--- config.mk ---
export PLATFORM = sky130hd
export DESIGN_NAME = regfile_test_seq
export DESIGN_NICKNAME = d
export VERILOG_FILES = /design/src/rtl/regtest_pkg.sv /design/src/rtl/regtest_expect.sv /design/src/rtl/regfile_test_seq.sv
export SDC_FILE = /design/constraint.sdc
export NUM_CORES = 1
export LEC_CHECK = 0
export BUFFER_PORTS_ARGS = -buffer_cell sky130_fd_sc_hd__buf_2
export CORE_UTILIZATION = 40
export DETAILED_ROUTE_END_ITERATION = 8
export GPL_TIMING_DRIVEN = 0
export HOLD_SLACK_MARGIN = 0.06
export PLACE_DENSITY_LB_ADDON = 0.25
export SLEW_MARGIN = 20
export SYNTH_ARGS = -nofsm -noshare
export SYNTH_HDL_FRONTEND = slang
export SYNTH_SLANG_ARGS = --single-unit
--- constraint.sdc ---
create_clock -name clk -period 3 [get_ports clk]
set_input_delay 0.9 -clock clk [delete_from_list [all_inputs] [get_ports clk]]
set_output_delay 0.9 -clock clk [all_outputs]
set_load 0.01 [all_outputs]
--- src/rtl/regtest_pkg.sv ---
// Shared definitions for the register-file self-test sequencer.
// Holds the sequencer state and mode encodings, the datapath opcode
// constants, the instruction field positions and the instruction packer.
// The optional self-check feature is selected by REGTEST_SELF_CHECK_EN.
package regtest_pkg;

   typedef enum logic [2:0] {
      ST_IDLE  = 3'd0,
      ST_LOAD0 = 3'd1,
      ST_LOAD1 = 3'd2,
      ST_EXEC  = 3'd3,
      ST_DRAIN = 3'd4,
      ST_DONE  = 3'd5
   } state_e;

   typedef enum logic [1:0] {
      MODE_FIB_ADD = 2'b00,
      MODE_FIB_SUB = 2'b01,
      MODE_DOUBLE  = 2'b10
   } mode_e;

   localparam logic [3:0] OP_HI_RTYPE = 4'b0000;
   localparam logic [3:0] OP_LO_ADD   = 4'b0101;
   localparam logic [3:0] OP_LO_SUB   = 4'b1001;

   localparam int INSTR_OP_HI_LSB = 12;
   localparam int INSTR_SRC_A_LSB = 8;
   localparam int INSTR_OP_LO_LSB = 4;
   localparam int INSTR_SRC_B_LSB = 0;

   // The unused encoding 2'b11 runs as a Fibonacci add.
   function automatic mode_e decode_mode(input logic [1:0] raw);
      case (raw)
         2'b01:   return MODE_FIB_SUB;
         2'b10:   return MODE_DOUBLE;
         default: return MODE_FIB_ADD;
      endcase
   endfunction

   function automatic logic [15:0] make_instr(input logic [3:0] op_hi,
                                              input logic [3:0] src_a,
                                              input logic [3:0] op_lo,
                                              input logic [3:0] src_b);
      logic [15:0] word;
      word = '0;
      word[INSTR_OP_HI_LSB +: 4] = op_hi;
      word[INSTR_SRC_A_LSB +: 4] = src_a;
      word[INSTR_OP_LO_LSB +: 4] = op_lo;
      word[INSTR_SRC_B_LSB +: 4] = src_b;
      return word;
   endfunction

endpackage

--- src/rtl/regtest_expect.sv ---
// Expected-value model and compare for the register-file self-test.
// Only instantiated when REGTEST_SELF_CHECK_EN is defined.
// Ports:
//   clk, reset      rising-edge clock, asynchronous active-low reset
//   mode, seed      run configuration latched by the sequencer
//   chk_valid       rout holds the result of write number chk_idx this cycle
//   chk_idx         register index being checked (checked in order 0,1,2,...)
//   rout            datapath result bus
//   mismatch        rout differs from the model value this cycle
module regtest_expect
   import regtest_pkg::*;
#(
   parameter int DATA_W = 16
) (
   input  logic              clk,
   input  logic              reset,
   input  mode_e             mode,
   input  logic [DATA_W-1:0] seed,
   input  logic              chk_valid,
   input  logic [3:0]        chk_idx,
   input  logic [DATA_W-1:0] rout,
   output logic              mismatch
);

   // hist1 holds e[i-1], hist2 holds e[i-2] for the index about to be checked.
   logic [DATA_W-1:0] hist1_q, hist1_d;
   logic [DATA_W-1:0] hist2_q, hist2_d;
   logic [DATA_W-1:0] expect_val;

   always_comb begin
      // NOTE: every variable gets a default before any branch, so no path
      // leaves one unassigned and no latch is inferred.
      hist1_d    = hist1_q;
      hist2_d    = hist2_q;
      expect_val = seed;
      if (chk_idx >= 4'd2) begin
         case (mode)
            MODE_FIB_SUB: expect_val = hist1_q - hist2_q;
            MODE_DOUBLE:  expect_val = hist1_q + hist1_q;
            default:      expect_val = hist1_q + hist2_q;
         endcase
      end
      // Advance the history from the model, never from rout, so one bad
      // value does not poison the following expectations.
      if (chk_valid) begin
         hist1_d = expect_val;
         hist2_d = hist1_q;
      end
      mismatch = chk_valid && (rout != expect_val);
   end

   // NOTE: sequential state is updated with non-blocking assignments so all
   // flops sample their inputs from before the clock edge.
   always_ff @(posedge clk or negedge reset) begin
      if (!reset) begin
         hist1_q <= '0;
         hist2_q <= '0;
      end else begin
         hist1_q <= hist1_d;
         hist2_q <= hist2_d;
      end
   end

endmodule

--- src/rtl/regfile_test_seq.sv ---
// Register-file / datapath self-test sequencer.
// On start it loads the latched seed into r0 and r1, then issues one ALU
// instruction per cycle filling r2..r(NUM_REGS-1) with a recurrence.
// Optional feature macro: REGTEST_SELF_CHECK_EN builds in the model and
// compare; without it pass goes to 1 at the end of every run and fail_idx
// is tied to 0.
// Ports:
//   clk, reset          rising-edge clock, asynchronous active-low reset
//   start               level, sampled only while idle
//   mode, seed          run configuration, latched on start
//   rout                datapath result (value written by previous command)
//   instr               {op-hi, src A, op-lo, src B}
//   reg_en              one-hot destination write enable
//   load_en, load_data  write the latched seed instead of the ALU result
//   busy, done          running / one-cycle end-of-run pulse
//   pass, fail_idx      result of the last run, first failing register
//   state               displayed state encoding
module regfile_test_seq
   import regtest_pkg::*;
#(
   parameter int DATA_W   = 16,
   parameter int NUM_REGS = 16
) (
   input  logic                clk,
   input  logic                reset,
   input  logic                start,
   input  logic [1:0]          mode,
   input  logic [DATA_W-1:0]   seed,
   input  logic [DATA_W-1:0]   rout,
   output logic [15:0]         instr,
   output logic [NUM_REGS-1:0] reg_en,
   output logic                load_en,
   output logic [DATA_W-1:0]   load_data,
   output logic                busy,
   output logic                done,
   output logic                pass,
   output logic [3:0]          fail_idx,
   output logic [2:0]          state
);

   localparam logic [3:0] LAST_IDX = 4'(NUM_REGS - 1);

   // The sequencer runs one cycle ahead of the registered outputs, which
   // are decoded from it, so nothing combinational reaches a port.
   state_e              seq_q, seq_d;
   logic [3:0]          idx_q, idx_d;
   mode_e               mode_q, mode_d;
   logic [DATA_W-1:0]   seed_q, seed_d;

   logic [15:0]         instr_q, instr_d;
   logic [NUM_REGS-1:0] reg_en_q, reg_en_d;
   logic                load_en_q, load_en_d;
   logic                busy_q, busy_d;
   logic                done_q, done_d;
   logic                pass_q, pass_d;
   state_e              state_q, state_d;

   // busy_q is still high for the one cycle where the sequencer is already
   // idle but the outputs still show DONE; start must be ignored there too.
   logic start_take;
   assign start_take = (seq_q == ST_IDLE) && !busy_q && start;

   always_comb begin
      seq_d  = seq_q;
      idx_d  = idx_q;
      mode_d = mode_q;
      seed_d = seed_q;
      case (seq_q)
         ST_IDLE: begin
            if (start_take) begin
               seq_d  = ST_LOAD0;
               idx_d  = 4'd0;
               mode_d = decode_mode(mode);
               seed_d = seed;
            end
         end
         ST_LOAD0: begin
            seq_d = ST_LOAD1;
            idx_d = idx_q + 4'd1;
         end
         ST_LOAD1: begin
            seq_d = ST_EXEC;
            idx_d = idx_q + 4'd1;
         end
         ST_EXEC: begin
            idx_d = idx_q + 4'd1;
            if (idx_q == LAST_IDX) seq_d = ST_DRAIN;
         end
         ST_DRAIN: seq_d = ST_DONE;
         default:  seq_d = ST_IDLE;
      endcase
   end

   always_comb begin
      instr_d   = '0;
      reg_en_d  = '0;
      load_en_d = 1'b0;
      case (seq_q)
         ST_LOAD0, ST_LOAD1: begin
            load_en_d = 1'b1;
            reg_en_d  = NUM_REGS'(1) << idx_q;
         end
         ST_EXEC: begin
            reg_en_d = NUM_REGS'(1) << idx_q;
            case (mode_q)
               MODE_FIB_SUB: instr_d = make_instr(OP_HI_RTYPE, idx_q - 4'd1, OP_LO_SUB, idx_q - 4'd2);
               MODE_DOUBLE:  instr_d = make_instr(OP_HI_RTYPE, idx_q - 4'd1, OP_LO_ADD, idx_q - 4'd1);
               default:      instr_d = make_instr(OP_HI_RTYPE, idx_q - 4'd2, OP_LO_ADD, idx_q - 4'd1);
            endcase
         end
         default: ;
      endcase
      busy_d  = (seq_q != ST_IDLE);
      done_d  = (seq_q == ST_DONE);
      state_d = seq_q;
   end

   always_ff @(posedge clk or negedge reset) begin
      if (!reset) begin
         seq_q     <= ST_IDLE;
         idx_q     <= '0;
         mode_q    <= MODE_FIB_ADD;
         seed_q    <= '0;
         instr_q   <= '0;
         reg_en_q  <= '0;
         load_en_q <= 1'b0;
         busy_q    <= 1'b0;
         done_q    <= 1'b0;
         pass_q    <= 1'b0;
         state_q   <= ST_IDLE;
      end else begin
         seq_q     <= seq_d;
         idx_q     <= idx_d;
         mode_q    <= mode_d;
         seed_q    <= seed_d;
         instr_q   <= instr_d;
         reg_en_q  <= reg_en_d;
         load_en_q <= load_en_d;
         busy_q    <= busy_d;
         done_q    <= done_d;
         pass_q    <= pass_d;
         state_q   <= state_d;
      end
   end

`ifdef REGTEST_SELF_CHECK_EN
   // A command shown on the outputs is written at the next edge and its
   // result is on rout the cycle after, so the compare trails by two stages.
   logic       cmd_valid_q, cmd_valid_d;
   logic [3:0] cmd_idx_q, cmd_idx_d;
   logic       chk_valid_q;
   logic [3:0] chk_idx_q;
   logic [3:0] fail_idx_q, fail_idx_d;
   logic       mismatch;

   regtest_expect #(.DATA_W(DATA_W)) u_expect (
      .clk       (clk),
      .reset     (reset),
      .mode      (mode_q),
      .seed      (seed_q),
      .chk_valid (chk_valid_q),
      .chk_idx   (chk_idx_q),
      .rout      (rout),
      .mismatch  (mismatch)
   );

   always_comb begin
      cmd_valid_d = (seq_q == ST_LOAD0) || (seq_q == ST_LOAD1) || (seq_q == ST_EXEC);
      cmd_idx_d   = idx_q;
      pass_d      = pass_q;
      fail_idx_d  = fail_idx_q;
      if (start_take) begin
         pass_d     = 1'b1;
         fail_idx_d = 4'd0;
      end else if (mismatch && pass_q) begin
         // Only the first mismatch of a run is recorded.
         pass_d     = 1'b0;
         fail_idx_d = chk_idx_q;
      end
   end

   always_ff @(posedge clk or negedge reset) begin
      if (!reset) begin
         cmd_valid_q <= 1'b0;
         cmd_idx_q   <= '0;
         chk_valid_q <= 1'b0;
         chk_idx_q   <= '0;
         fail_idx_q  <= '0;
      end else begin
         cmd_valid_q <= cmd_valid_d;
         cmd_idx_q   <= cmd_idx_d;
         chk_valid_q <= cmd_valid_q;
         chk_idx_q   <= cmd_idx_q;
         fail_idx_q  <= fail_idx_d;
      end
   end

   assign fail_idx = fail_idx_q;
`else
   logic unused_rout;
   assign unused_rout = ^rout;

   always_comb begin
      pass_d = pass_q;
      if (start_take || (seq_q == ST_DONE)) pass_d = 1'b1;
   end

   assign fail_idx = 4'd0;
`endif

   assign instr     = instr_q;
   assign reg_en    = reg_en_q;
   assign load_en   = load_en_q;
   assign load_data = seed_q;
   assign busy      = busy_q;
   assign done      = done_q;
   assign pass      = pass_q;
   assign state     = state_q;

endmodule
==> impl_metrics.env, run 1 <==
export IMPL_outcome="complete, no violations"
export IMPL_setup_violations_final=0
export IMPL_postCtsSetupRepairBufs=0
export IMPL_grt_max_degree=60
export IMPL_wl_met3_um=246
export IMPL_grtUsageTotal_pct=15.7
export IMPL_slew_headroom_pct=53.1
export IMPL_place_hpwl_mm=3.37
export IMPL_syn_to_final_growth_pct=27.8
export IMPL_wl_met2_mm=2.30
export IMPL_synth_top_family_by_area="simple AND/OR/NAND/NOR gates"
export IMPL_antenna_found_initial=0
export IMPL_synth_mux_area_share_pct=8.59
export IMPL_die_x_um=81.6
export IMPL_cp_top_family="buffers and inverters"
export IMPL_p_sw_mw=1.18
export IMPL_synth_seq_cells=59
export IMPL_combPwrFrac_pct=39.2
export IMPL_synth_simple_gate_area_share_pct=11.6
export IMPL_clkTransAtPathRegs_ps=70
export IMPL_synth_compound_area_share_pct=7.21
export IMPL_switching_share_pct=34.9
export IMPL_place_congestion=0.782
export IMPL_numCtsBuffers=9
export IMPL_die_h_um=81.6
export IMPL_grt_pass1_wl_mm=7.57
export IMPL_ir_drop_v=0.000426
export IMPL_insertion_delay_ps=340
export IMPL_fin_crit_ps=1870
export IMPL_period_share_pct=62.3
export IMPL_initial_utilization_pct=42.0
export IMPL_skew_ps=9.47
export IMPL_synthCells=196
export IMPL_cts_resized=0
export IMPL_drcViolationCount=0
export IMPL_holdBufCountCts=0
export IMPL_tns_ps=0
export IMPL_slew_violations=0
export IMPL_critPathKind="register to register"
export IMPL_drtAntennaViolNets=0
export IMPL_first_iter_violations=73
export IMPL_drt_first_pass_iters=4
export IMPL_worst_pin_slew_ps=704
export IMPL_clockBufferDepth=2
export IMPL_required_ps=3250
export IMPL_routedLengthMet1_mm=2.07
export IMPL_num_vias=1671
export IMPL_synth_edf_count=0
export IMPL_htree_levels=3
export IMPL_top_layer="met4"
export IMPL_post_place_ws_ps=1020
export IMPL_cp_max_fo=10
export IMPL_wire_per_inst_um=12.9
export IMPL_worstHoldPathType="register to register"
export IMPL_max_stage_delay_ps=440
export IMPL_powerDensity_nw_per_um2=1040
export IMPL_worstPathCellList="clkbuf_1 > inv_1 > ha_1 > and3b_1 > or3_1 > a21oi_1"
export IMPL_core_area_sq_um=6030
export IMPL_ys_async_sr_fraction_pct=100
export IMPL_ys_seq_area_share_pct=58.3
export IMPL_synth_top_flop_cell="dfrtp_1"
export IMPL_fp_row_count=28
export IMPL_setup_worst_path_start_class="register"
export IMPL_viasPerCell=4.58
export IMPL_fp_dieArea_sq_um=6660
export IMPL_syn_area_sq_um=2530
export IMPL_synth_adder_area_share_pct=6.42
export IMPL_diodes=0
export IMPL_fmax_ghz=0.535
export IMPL_wirelength_mm=4.72
export IMPL_ios=96
export IMPL_fin_nets=335
export IMPL_rsz0062_at_grt="no"
export IMPL_synth_xor_area_share_pct=1.04
export IMPL_yosysUniqueCellTypes=41
export IMPL_p_int_mw=2.19
export IMPL_cp_arrival_ps=2120
export IMPL_grt_overflow=0
export IMPL_yosysWarnings=0
export IMPL_root_buffer="clkbuf_8"
export IMPL_avgSynthCellArea_sq_um=12.9
export IMPL_cts_sinks=59
export IMPL_layout_drive_gt1_share_pct=38.3
export IMPL_clkPwrFrac_pct=24.1
export IMPL_cap_viol_max_count=0
export IMPL_seq_power_share_pct=36.7
export IMPL_first_global_vias=1592
export IMPL_crit_slowest_cell="dfrtp_1"
export IMPL_endpoint_kind="register"
export IMPL_leakage_nw=1.75
export IMPL_hold_viol=0
export IMPL_finalWorstSetupSlack_ps=1130
export IMPL_critical_path_buf_inv_count=2
export IMPL_cts_tree="done"
export IMPL_io_buffers=70
layer usage:
layer / vias up / GRT usage (%)
li1: 830 / -
met1: 786 / 19.4
met2: 44 / 24.5
met3: 11 / 4.00
met4: 0 / 9.47
met5: - / 0
stage by stage:
step	util [%]	area [sq um]	power (mW)	std cells	hold slack, ps
floorplan	-	2560	2.11	204	349
global placement	49.9	3010	2.54	349	356
detailed placement	50.0	3010	2.59	349	354
CTS	53.7	3240	3.41	365	368
global route	53.7	3240	3.63	365	376
finish	53.7	3240	3.37	365	373
flip-flops by register name, indices dropped and copies added (netlist names):
register   count
load_data     16
reg_en        16
instr         11
idx_q          4
seq_q          3
state          3
mode_q         2
busy           1
done           1
load_en        1
pass           1
worst reg2reg max path, cell delays in order (launching register included):
cell      delay [ps]
dfrtp_1          440
clkbuf_1         300
inv_1            190
ha_1             230
and3b_1          170
or3_1            300
a21oi_1          170
power by group through the flow:
stage | logic (mW) | registers [mW] | clock network, mW
final | 1.32 | 1.24 | 0.811
after global routing | 1.49 | 1.28 | 0.868
after detailed placement | 1.33 | 1.25 | 0
after global placement | 1.30 | 1.24 | 0
after CTS | 1.34 | 1.24 | 0.826
after floorplan | 0.748 | 1.36 | 0
logic make-up (layout without fill, tap and decap cells):
family / after synthesis / after routing
other: 1 / 9
xor gates and xnor gates: 3 / 3
DFF: 59 / 59
and+or+nand+nor: 51 / 51
buffers and inverters: 26 / 112
adders and majority gates: 13 / 13
AOI/OAI and AO/OA: 27 / 27
muxes: 16 / 16
cell usage after synthesis, types with 2 or more instances:
cell,count,share of area (%)
dfrtp_1,59,58
and3_1,13,3.2
ha_1,13,6.4
mux2_4,10,5.9
buf_4,9,2.7
inv_1,9,1.3
nor2_1,9,1.3
nand2_1,7,1.0
o21ai_0,7,1.4
mux2_1,6,2.7
a211oi_1,4,1.2
and2_1,4,0.99
nand2b_1,4,0.99
or3_1,4,0.99
buf_6,3,1.3
clkbuf_1,3,0.44
o31ai_1,3,0.89
a21oi_1,2,0.40
nand3_1,2,0.40
nor2b_1,2,0.49
o21ai_1,2,0.40
xor2_1,2,0.69
path summary, 6_finish.rpt:
| path | end | start | cells past startpoint | slack [ps] |
|---|---|---|---|---|
| max | instr[11] | idx_q[2] | 6 | 1130 |
| min | state[0] | seq_q[0] | 0 | 370 |
| max reg2reg | instr[11] | idx_q[2] | 6 | 1130 |
| min reg2reg | state[0] | seq_q[0] | 0 | 370 |
| max in group asynchronous | instr[10] | reset | 1 | 1920 |
| min in group asynchronous | idx_q[1] | reset | 1 | 620 |
area by class of cell:
type	instances	area [sq um]
inverters	9	33.8
flip-flops and latches	59	1480
clock buffers	12	155
well taps	75	93.8
plain buffers	17	138
repair buffers	70	353
clock inverters	4	72.6
fillers	545	2790
multi-input cells	119	916
layout by cell type (no fill, tap or decap), drive strengths merged, types with 2 or more instances in the layout:
master,count
and2,4
ha,13
or3,4
clkbuf,15
bufinv,2
buf,84
and3,13
nor2b,2
conb,9
nand2,7
mux2,16
xor2,2
nand3,2
nand2b,4
a211oi,4
o31ai,3
dfrtp,59
inv,9
o21ai,9
nor2,10
a21oi,2
No activity file was read; power rests on OpenSTA's default activity.
==> run 2, diff against run 1 <==
==> constraint.sdc (replaced) <==
create_clock -name clk -period 1.9 [get_ports clk]
set_input_delay 0.57 -clock clk [delete_from_list [all_inputs] [get_ports clk]]
set_output_delay 0.57 -clock clk [all_outputs]
set_load 0.01 [all_outputs]
==> run 2 against run 1 <==
Largest power group unchanged. Power up 58%. Via count down 0.12%. Sequential power grew 59%. Clock skew barely moved.
==> impl_metrics.env, run 2 (synthesis gave the netlist of run 1 again) <==
export IMPL_ios=96
export IMPL_clockBufferDepth=2
export IMPL_rsz0062_at_grt="no"
export IMPL_layout_drive_gt1_share_pct=38.9
export IMPL_htree_levels=3
export IMPL_initial_utilization_pct=42.0
export IMPL_place_hpwl_mm=3.37
export IMPL_crit_slowest_cell="dfrtp_1"
export IMPL_holdBufCountCts=0
export IMPL_outcome="complete, no violations"
export IMPL_first_global_vias=1592
export IMPL_grt_max_degree=60
export IMPL_die_h_um=81.6
export IMPL_hold_slack_ps=295
export IMPL_leakage_nw=1.75
export IMPL_drtAntennaViolNets=0
export IMPL_insertion_delay_ps=330
export IMPL_first_iter_violations=85
export IMPL_stdcell_count=363
export IMPL_finalPower_mw=5.33
export IMPL_fp_dieArea_sq_um=6660
export IMPL_io_buffers=70
export IMPL_cts_sinks=59
export IMPL_slew_violations=0
export IMPL_wirelength_mm=4.70
export IMPL_fp_row_count=28
export IMPL_reg2reg_to="load_data[10]"
export IMPL_numCtsBuffers=9
export IMPL_powerDensity_nw_per_um2=1650
export IMPL_reg2regPathDepth=6
export IMPL_clkTransAtPathRegs_ps=70
export IMPL_core_area_sq_um=6030
export IMPL_grt_pass1_wl_mm=7.57
export IMPL_final_common_cell="buf_2"
export IMPL_cp_arrival_ps=1990
export IMPL_dp_cells=349
export IMPL_root_buffer="clkbuf_8"
export IMPL_syn_to_final_growth_pct=27.7
export IMPL_r2r_setup_slack_ps=130
export IMPL_drcViolationCount=0
export IMPL_worstHoldPathType="primary input to async pin"
export IMPL_setup_violations_final=0
export IMPL_worstPathCellList="buf_6 > or3_1 > buf_6 > nor2_8 > buf_6 > mux2_1"
export IMPL_grt_overflow=0
export IMPL_endpoint_kind="register"
export IMPL_place_congestion=0.782
export IMPL_setup_worst_path_start_class="register"
export IMPL_cp_max_fo=10
export IMPL_worst_pin_slew_ps=704
export IMPL_drt_first_pass_iters=4
export IMPL_cpMostUsedCell="buf_6"
export IMPL_rr_startpoint="seq_q[1]"
export IMPL_tns_ps=0
export IMPL_viasPerCell=4.60
export IMPL_num_vias=1669
export IMPL_final_cell_mix="buf_2 (70), dfrtp_1 (59), and3_1 (13), ha_1 (13), clkbuf_8 (11)"
export IMPL_grtUsageTotal_pct=15.7
export IMPL_cap_viol_max_count=0
export IMPL_wire_per_inst_um=12.9
export IMPL_period_share_pct=93.4
export IMPL_hold_viol=0
export IMPL_required_ps=2120
export IMPL_cts_tree="done"
export IMPL_antenna_found_initial=0
export IMPL_ir_drop_v=0.000674
export IMPL_fin_nets=333
export IMPL_fin_crit_ps=1770
export IMPL_critPathKind="register to register"
export IMPL_max_stage_delay_ps=390
export IMPL_die_x_um=81.6
export IMPL_slew_headroom_pct=53.1
export IMPL_fmax_ghz=0.564
export IMPL_diodes=0
export IMPL_final_util_pct=53.7
export IMPL_skew_ps=9.56
run 2: where the power goes:
part           total (mW)  internal [mW]  switching, mW
clock                1.28          0.808          0.469
combinational        2.08          0.934           1.14
sequential           1.97           1.73          0.247
run 2: routing by layer:
layer,vias up,global-route usage [%],routed length [um]
li1,826,-,-
met1,783,19.4,2050
met2,48,24.5,2290
met3,12,4.00,223
met4,0,9.47,126
met5,-,0,0
run 2: worst max-delay path by stage:
| stage | start | to | depth (start not counted) |
|---|---|---|---|
| after floorplan | seq_q[1] | load_data[10] | 6 |
| after global placement | mode_q[0] | instr[9] | 5 |
| after detailed placement | idx_q[2] | instr[11] | 6 |
| after CTS | idx_q[2] | instr[11] | 6 |
| after global routing | seq_q[1] | load_data[10] | 6 |
| final | seq_q[1] | load_data[10] | 6 |
run 2: critical path, delay by kind of cell, from the launching register on:
kind	cells	cell delay [ps]
buffers and inverters	3	450
and+or+nand+nor	2	480
DFF	1	390
muxes	1	330
run 2: area by class of cell:
class                      instances  area (sq um)
buffer                            15           130
clock buffer                      12           155
clock inverter                     4          72.6
fill                             547          2790
inverter                           9          33.8
multi-input combinational        119           921
sequential                        59          1480
tap                               75          93.8
timing repair buffer              70           353
run 2: repair_timing:
item,CTS,global route
gates resized for setup,0,1
setup buffers,0,0
endpoints found under the setup margin,0,5
run 2: metrics by stage:
step | area, sq um | worst slack, ps
5_1_grt | 3240 | 49.5
6_report | 3240 | 126
4_1_cts | 3240 | 19.0
3_3_place_gp | 3010 | 103
3_5_place_dp | 3010 | 40.5
2_1_floorplan | 2560 | 227
==> run 3, diff against run 2 <==
--- a/config.mk
+++ b/config.mk
@@ -6,7 +6,7 @@
 export NUM_CORES = 1
 export LEC_CHECK = 0
 export BUFFER_PORTS_ARGS = -buffer_cell sky130_fd_sc_hd__buf_2
-export CORE_UTILIZATION = 40
+export CORE_UTILIZATION = 35
 export DETAILED_ROUTE_END_ITERATION = 8
 export GPL_TIMING_DRIVEN = 0
 export HOLD_SLACK_MARGIN = 0.06
==> run 3 against run 2 <==
Worst setup slack worse by 27 ps. Critical path depth unchanged. Design area is 0.35% higher. Via count is 1.7% lower. Core utilization fell by 6.7 points. Final cell count up 6.3%. Global-route usage fell by 1.9 points. Power shrank 2.0%. Sequential share of layout area down 0.16 points. Clock skew is 0.58 ps lower. Combinational power is essentially flat. Critical path type unchanged. Highest routed layer unchanged.
==> impl_metrics.env, run 3 (synthesis gave the netlist of run 1 again) <==
export IMPL_outcome="complete, no violations"
export IMPL_drcViolationCount=0
export IMPL_cts_sinks=59
export IMPL_place_hpwl_mm=3.31
export IMPL_grt_max_degree=60
export IMPL_worst_pin_slew_ps=720
export IMPL_tns_ps=0
export IMPL_layout_drive_gt1_share_pct=38.3
export IMPL_required_ps=2150
export IMPL_drt_first_pass_iters=4
export IMPL_cts_tree="done"
export IMPL_rsz0062_at_grt="no"
export IMPL_endpoint_kind="register"
export IMPL_finalWorstSetupSlack_ps=99.0
export IMPL_use_met3_pct=4.74
export IMPL_grt_pass1_wl_mm=7.71
export IMPL_leakage_nw=1.75
export IMPL_antenna_found_initial=0
export IMPL_cp_arrival_ps=2050
export IMPL_worstHoldPathType="primary input to async pin"
export IMPL_fmax_ghz=0.555
export IMPL_holdBufCountCts=0
export IMPL_powerDensity_nw_per_um2=1610
export IMPL_die_x_um=87.1
export IMPL_syn_to_final_growth_pct=28.1
export IMPL_met1_usage_pct=17.2
export IMPL_fin_nets=335
export IMPL_ios=96
export IMPL_first_iter_violations=47
export IMPL_grt_overflow=0
export IMPL_io_buffers=70
export IMPL_setup_worst_path_start_class="register"
export IMPL_place_congestion=0.741
export IMPL_root_buffer="clkbuf_8"
export IMPL_first_global_vias=1605
export IMPL_fp_dieArea_sq_um=7580
export IMPL_critPathKind="register to register"
export IMPL_die_h_um=87.1
export IMPL_fp_row_count=30
export IMPL_slew_headroom_pct=52.0
export IMPL_clkTransAtPathRegs_ps=60
export IMPL_fill_cells=687
export IMPL_busiest_layer="met2"
export IMPL_final_cell_mix="buf_2 (70), dfrtp_1 (59), and3_1 (13), ha_1 (13)"
export IMPL_period_share_pct=94.8
export IMPL_setup_violations_final=0
export IMPL_hold_viol=0
export IMPL_cap_viol_max_count=0
export IMPL_clockBufferDepth=2
export IMPL_diodes=0
export IMPL_slew_violations=0
export IMPL_post_place_ws_ps=45.4
export IMPL_skew_ps=8.98
export IMPL_ir_drop_v=0.000456
export IMPL_drtAntennaViolNets=0
export IMPL_r2r_setup_slack_ps=100
export IMPL_final_common_cell="buf_2"
export IMPL_num_vias=1640
export IMPL_insertion_delay_ps=330
export IMPL_initial_utilization_pct=36.7
export IMPL_numCtsBuffers=9
export IMPL_cp_max_fo=10
export IMPL_grtUsageTotal_pct=13.7
export IMPL_htree_levels=3
export IMPL_core_area_sq_um=6910
export IMPL_fin_crit_ps=1800
export IMPL_grt_use_met2_pct=21.4
export IMPL_wirelength_mm=4.62
export IMPL_final_util_pct=47.0
export IMPL_viasPerCell=4.25
export IMPL_wire_per_inst_um=12.0
==> run 3: power by group <==
| group | leakage, nW | switching [mW] | total (mW) | internal (mW) |
|---|---|---|---|---|
| clock network | 0.103 | 0.467 | 1.20 | 0.734 |
| registers | 0.746 | 0.225 | 1.95 | 1.73 |
| logic | 0.899 | 1.13 | 2.06 | 0.930 |
==> run 3: worst max-delay path, cell delays in order, from the launching register on <==
cell and delay (ps):
dfrtp_1 390, inv_1 60, ha_1 270, clkbuf_1 320, and3b_1 230, or3_1 300, a21oi_1 150
==> run 3: metrics by stage <==
step	instance area [sq um]	hold WS, ps	power [mW]	std cells
5_1_grt	3250	357	5.63	386
3_3_place_gp	3030	357	4.02	370
6_report	3250	286	5.22	386
2_1_floorplan	2560	274	3.34	204
4_1_cts	3250	314	5.30	386
3_5_place_dp	3040	359	4.06	370
==> run 3: what timing repair did <==
item / in CTS / in global routing
resized for setup: 0 / 2
buffers inserted: 0 / 0
endpoints found under the setup margin: 0 / 1
==> run 3: path summary, 6_finish.rpt <==
path | depth (start not counted) | startpoint | endpoint
max | 6 | mode_q[0] | instr[11]
min | 1 | reset | load_data[15]
max reg2reg | 6 | mode_q[0] | instr[11]
min reg2reg | 0 | seq_q[0] | state[0]
max in group asynchronous | 1 | reset | idx_q[3]
min in group clk | 0 | seq_q[0] | state[0]
==> run 3: layer usage <==
metal / up-vias / part of all wire (%)
met4: 0 / 1.4
met1: 763 / 46
met2: 48 / 47
met5: - / 0
met3: 6 / 5.4
li1: 823 / -
==> run 3: final cells by class <==
type / instances / area (sq um) / share of cell area (%)
plain buffers: 17 / 139 / 4.28
clock buffers: 11 / 131 / 4.05
clock inverters: 5 / 77.6 / 2.39
inverters: 9 / 33.8 / 1.04
multi-input cells: 119 / 916 / 28.2
flip-flops and latches: 59 / 1480 / 45.5
well taps: 96 / 120 / 3.70
repair buffers: 70 / 353 / 10.9
